<file path="config.mk">
export PLATFORM = sky130hd
export DESIGN_NAME = rst_seq
export DESIGN_NICKNAME = d
export VERILOG_FILES = /design/src/rtl/rst_seq.sv
export SDC_FILE = /design/constraint.sdc
export NUM_CORES = 1
export LEC_CHECK = 0
export ABC_CLOCK_PERIOD_IN_PS = 1920
export CAP_MARGIN = 5
export CORE_MARGIN = 3
export CORE_UTILIZATION = 45
export DETAILED_ROUTE_END_ITERATION = 12
export GPL_ROUTABILITY_DRIVEN = 0
export PLACE_DENSITY = 0.66
export SYNTH_ARGS = -nofsm -noshare
export SYNTH_HDL_FRONTEND = slang
export SYNTH_SLANG_ARGS = --single-unit
</file>
<file path="constraint.sdc">
create_clock -name clk -period 1.92 [get_ports clk]
set_clock_uncertainty 0.2 [all_clocks]
set_input_delay 0.192 -clock clk [delete_from_list [all_inputs] [get_ports clk]]
set_output_delay 0.192 -clock clk [all_outputs]
set_load 0.02 [all_outputs]
</file>
<file path="src/rtl/rst_seq.sv">
// Reset sequencer: asserts r1/r2 asynchronously on r, releases r2 then r1 in order
// after a hold period; a synchronous soft-reset request replays the same sequence.
module rst_seq #(
  parameter int unsigned SYNC_STAGES = 2,
  parameter int unsigned HOLD        = 8,
  parameter int unsigned GAP         = 4
) (
  input  logic       clk,
  input  logic       r,
  input  logic       req,
  output logic       r1,
  output logic       r2,
  output logic       ready,
  output logic [1:0] cause
);

  localparam int unsigned MAX_CNT = (HOLD > GAP) ? HOLD : GAP;
  localparam int unsigned CW      = $clog2(MAX_CNT) + 1;
  localparam logic [CW-1:0] HOLD_LAST = CW'(HOLD - 1);
  localparam logic [CW-1:0] GAP_LAST  = CW'(GAP - 1);

  localparam logic [1:0] CAUSE_R   = 2'b01;
  localparam logic [1:0] CAUSE_REQ = 2'b10;

  typedef enum logic [1:0] {StAssert, StRel2, StRun} state_e;

  logic [SYNC_STAGES-1:0] r_sync;
  logic                   w_rst_int;
  state_e                 r_state, w_state_nxt;
  logic [CW-1:0]          r_cnt, w_cnt_nxt;
  logic [1:0]             r_cause, w_cause_nxt;
  logic                   r_r1, r_r2, r_ready;

  // Assert asynchronously, release only after the chain has flushed with zeros.
  always_ff @(posedge clk or posedge r) begin
    if (r) begin
      r_sync <= '1;
    end else begin
      r_sync <= {r_sync[SYNC_STAGES-2:0], 1'b0};
    end
  end

  assign w_rst_int = r_sync[SYNC_STAGES-1];

  always_comb begin
    w_state_nxt = r_state;
    w_cnt_nxt   = r_cnt;
    w_cause_nxt = r_cause;
    unique case (r_state)
      StAssert: begin
        if (req) begin
          w_cnt_nxt = '0;
        end else if (!w_rst_int) begin
          if (r_cnt == HOLD_LAST) begin
            w_state_nxt = StRel2;
            w_cnt_nxt   = '0;
          end else begin
            w_cnt_nxt = r_cnt + 1'b1;
          end
        end
      end
      StRel2: begin
        if (req) begin
          w_state_nxt = StAssert;
          w_cnt_nxt   = '0;
          w_cause_nxt = CAUSE_REQ;
        end else if (r_cnt == GAP_LAST) begin
          w_state_nxt = StRun;
          w_cnt_nxt   = '0;
        end else begin
          w_cnt_nxt = r_cnt + 1'b1;
        end
      end
      StRun: begin
        if (req) begin
          w_state_nxt = StAssert;
          w_cnt_nxt   = '0;
          w_cause_nxt = CAUSE_REQ;
        end
      end
      default: begin
        w_state_nxt = StAssert;
        w_cnt_nxt   = '0;
      end
    endcase
  end

  // Outputs are registered from the next state so they change on the same edge as it.
  always_ff @(posedge clk or posedge r) begin
    if (r) begin
      r_state <= StAssert;
      r_cnt   <= '0;
      r_cause <= CAUSE_R;
      r_r1    <= 1'b1;
      r_r2    <= 1'b1;
      r_ready <= 1'b0;
    end else begin
      r_state <= w_state_nxt;
      r_cnt   <= w_cnt_nxt;
      r_cause <= w_cause_nxt;
      r_r1    <= (w_state_nxt != StRun);
      r_r2    <= (w_state_nxt == StAssert);
      r_ready <= (w_state_nxt == StRun);
    end
  end

  assign r1    = r_r1;
  assign r2    = r_r2;
  assign ready = r_ready;
  assign cause = r_cause;

endmodule

</file>
Word-level counts from Yosys, hierarchy flattened
Index checks and enable logic that the tools add are counted.
Word-level totals
  register bits: 13
  input bits: 3
  output and inout port bits: 5
  word-level logic and storage cells: 35
Cells by class
  add/sub/neg operators: 1
  equality and inequality tests: 8
  multiplexer cells: 14
  reductions and logical operators: 5
Operator list (count)
  $mux 4: 6
  $mux 2: 6
  $pmux 4 s3: 1
  $pmux 2 s3: 1
  $add 4x1->4 const B: 1
  $eq 2x2->1 const B: 2
  $eq 4x2->1 const B: 1
  $eq 4x3->1 const B: 1
  $logic_not 2->1: 2
  $ne 2x2->1 const B: 2
  $reduce_and 2->1: 2
  $ne 3x3->1 const B: 1
  $eq 2x1->1 const B: 1
  $reduce_or 2->1: 1

Logic depth before layout (Yosys ltp)
  word-level depth: 6
  gate-level depth with buffers: 6
  depth with buffers taken out: 6

Worst setup path after synthesis
Ideal clock, no wire load.
  path kind: register -> register
  from: reg r_state[0]
  to: reg r_ready (netlist: ready)
  setup time: 64 ps
  arrival: 1359 ps
  data required time: 1656 ps
  slack: 297 ps
  stages on the path, launching flop included: 6
  buffers on the path: 0
  clock period less this slack: 1623 ps
  cells stage by stage: dfrtp_1 > inv_1 > ha_1 > o311a_2 > o22ai_2 > and2_2
Between the ends
  word-level cells in the longest chain between the ends: 5
  elaborated cells on any way between the ends: 11
  classes of those cells: eq/ne (3); mux (7); reduce/logical (1)
RTL lines
  start: declaration: RTL line 29  | state_e r_state, w_state_nxt;
  start signal: assignment: RTL line 91  | r_state <= StAssert;
  start signal: assignment: RTL line 98  | r_state <= w_state_nxt;
  $mux 2: RTL line 54  | if (r_cnt == HOLD_LAST) begin
  $mux 2: RTL line 53  | end else if (!w_rst_int) begin
  $mux 2: RTL line 51  | if (req) begin
  $pmux 2 s3 *: RTL line 49  | unique case (r_state)
  $eq 2x2->1 *: RTL line 103  | r_ready <= (w_state_nxt == StRun);
  end signal: assignment: RTL line 103
  end: declaration: RTL line 32  | logic r_r1, r_r2, r_ready;
Every way passes the cells marked *; elsewhere a longest branch is shown, timed or not.
A chain may end at the register's enable or synchronous reset.

Worst setup path in the final report
  from: reg r_cause[0] (netlist: cause[0])
  to: out cause[0]
RTL lines
  start: declaration: RTL line 31  | logic [1:0] r_cause, w_cause_nxt;
  start signal: assignment: RTL line 100  | r_cause <= w_cause_nxt;
  end: declaration: RTL line 14  | output logic [1:0] cause
No word-level cell between the ends.

==> impl_metrics.ini <==
[floorplan]
rows = 13
fp.dieArea_um2 = 2012
ioPinCount = 8
vertical_die_dimension_um = 44.86
core_um2 = 1350
floorplan.initialDensity_pct = 50.32
floorplan.die.width_um = 44.86

[critical_path]
critPathCaptureType = output port
critical_path_fanout_max = 2
required_ps = 1530
critical_path.cell_chain = clkdlybuf4s50_1
timing.critical_path.max_delay_family = buffers and inverters
worstPathBufferInverterCount = 1
timing.setup.critical_path_class = reg2out
setup.worst_path.start_class = flop
cp_slowest_cell = clkdlybuf4s50_1
cpPeakStageDelay_ps = 600
timing.critical_path.arrival_ps = 1410

[logic_synthesis]
synth-async-reset-ratio_pct = 100.0
synthesis.yosys.warnings = 0
synth_seq_area_share_pct = 48.80
synthDistinctLibCells = 30
ys_dominant_reg_cell = dfrtp_1
synth-seq-cells = 13
synth-edff-count = 0
synthesis.area_per_instance_um2 = 11.32
post_synth_inst_count = 60
synth_fp_nets = 68
syn-cell-area_um2 = 679.4

[power_and_ir_drop]
leakagePower_nw = 0.3301
cellPowerDensity_nw_per_um2 = 849.5
ir_drop_mv = 0.4490

[cts]
tritoncts_clock_tree = yes
cts-root-to-sink-buffers = 2
path_clk_slew_ps = 80
cts_hold_buf = 0
htreeDepth = 1
cts_root_buffer = clkbuf_4
clock_net_sink_count = 13
numCtsBuffers = 3
postCtsSetupBuffers = 0
worstSkewPairLatency_ps = 270
cts_resized = 0

[routing]
vias_per_cell = 5.186
postRouteAntennaNets = 0
drt_iter0_markers = 10
wl_um = 1108
dr.pass1.iters = 4
avgRoutedWirePerCell_um = 12.88
drc = 0
detailroute.via_count = 446

[timing]
timing.fmax_mhz = 555.5
setup_viol = 0
finalCritPeriodShare_pct = 93.77
setup_tns_ps = 0
finalWorstPathRequiredPeriod_ps = 1800
timing.final.hold_violations = 0
post-route-worst-setup-slack_ps = 119.7
rsz0062_at_grt = no
maxSlewViolCount = 0

[place]
portbufs = 7
dpl.hpwl_um = 840.6
place_worst_setup_slack_ps = 53.87

[status]
run_status = finished clean

[finish]
fillerInstances = 127
n_antenna_cell = 0
final_net_count = 80
drive_gt1_share_pct = 25.35
syn_to_final_growth_pct = 16.94

[global_route]
grt_pass1_vias = 431
grt_use_total_pct = 13.80
globalRoute.totalOverflow = 0
grt_start_max_net_pins = 14
wire_length_of_the_first_global_routing_pass_um = 1952
grt_antenna_before_repair = 0

[hold_path]
class_of_the_tightest_hold_or_removal_check = in2async

[job]
max_capacitance_violation_count = 0
-- through the flow --
step / area [um^2] / instances / hold slack, ps / util, % / power (W)
floorplan: 679.4 / 60 / -134.6 / - / 0.0004555
global placement: 768.2 / 82 / 147.6 / 56.90 / 0.0005153
detailed placement: 768.2 / 82 / 150.0 / 56.90 / 0.0005154
CTS: 794.5 / 86 / 40.06 / 58.85 / 0.0006841
global route: 794.5 / 86 / 74.38 / 58.85 / 0.0007153
finish: 794.5 / 86 / 23.23 / 58.85 / 0.0006749
-- state kept, by name, summed over array words and instances, names as in the netlist --
register,count
r2,1
r_cnt,4
ready,1
cause,2
r_sync,2
r1,1
r_state,2
-- worst register-to-register path, cell delays in order (launching register included) --
cell     delay, ps
dfrtp_1        450
inv_1           90
ha_1           290
a21oi_1        220
nor2_1         120
o21ai_0        180
o21ai_0        100
-- cell usage after synthesis (all sizes together) (2+ instances only) --
master,number,share of area [%]
dfrtp,8,29
dfstp,5,19
ha,5,9.2
inv,4,2.2
nand2,5,2.8
nor2,5,2.8
nor3b,2,2.2
o21ai,6,5.0
o21ba,2,2.9
-- worst paths after layout --
check,from,end,slack [ps],cells past startpoint
setup / recovery,cause[0],cause[0],120,1
hold / removal,r,r_cnt[3],20,2
setup reg to reg,r_state[0],r_cnt[2],150,6
hold reg to reg,r_sync[0],r_sync[1],160,0
max in group asynchronous,r,r2,1140,2
min in group clk,r_sync[0],r_sync[1],160,0
-- cell families (layout without fill, tap and decap cells) --
kind of cell	after synthesis	count (layout)	share of synthesized area, %
compound gates	18	18	20.81
simple gates	18	18	16.76
flops	13	13	48.80
fa+ha+maj	5	5	9.208
buf+inv	4	15	2.209
other cells	1	1	0.5520
mux	1	1	1.657
-- routing by layer --
layer / share of wire [%] / GRT usage (%)
met1: 56 / 21.66
met2: 39 / 15.76
met3: 4.1 / 3.984
met4: 0.99 / 8.772
met5: 0 / 0
-- cell type report --
cell class	instances	area [um^2]	area share (%)
flip-flops and latches	13	331.6	41.73
clock buffers	4	26.28	3.307
multi-input cells	43	332.8	41.89
inverters	4	15.01	1.890
well taps	15	18.77	2.362
repair buffers	7	70.07	8.819
-- where the power goes --
part | internal (W) | switching [W]
sequential | 0.000314 | 0.0000256
combinational | 0.0000763 | 0.0000922
clock | 0.0000804 | 0.0000860
-- cell usage in the layout (no fill, tap or decap), drive strengths merged, types with 2 or more instances in the layout --
cell and n:
dfrtp 8, ha 5, nor2 5, inv 4, o21ba 2, clkbuf 4, clkdlybuf4s50 7, nand2 5
nor3b 2, o21ai 6, dfstp 5
Note: power is estimated with default switching activity, not from simulation.
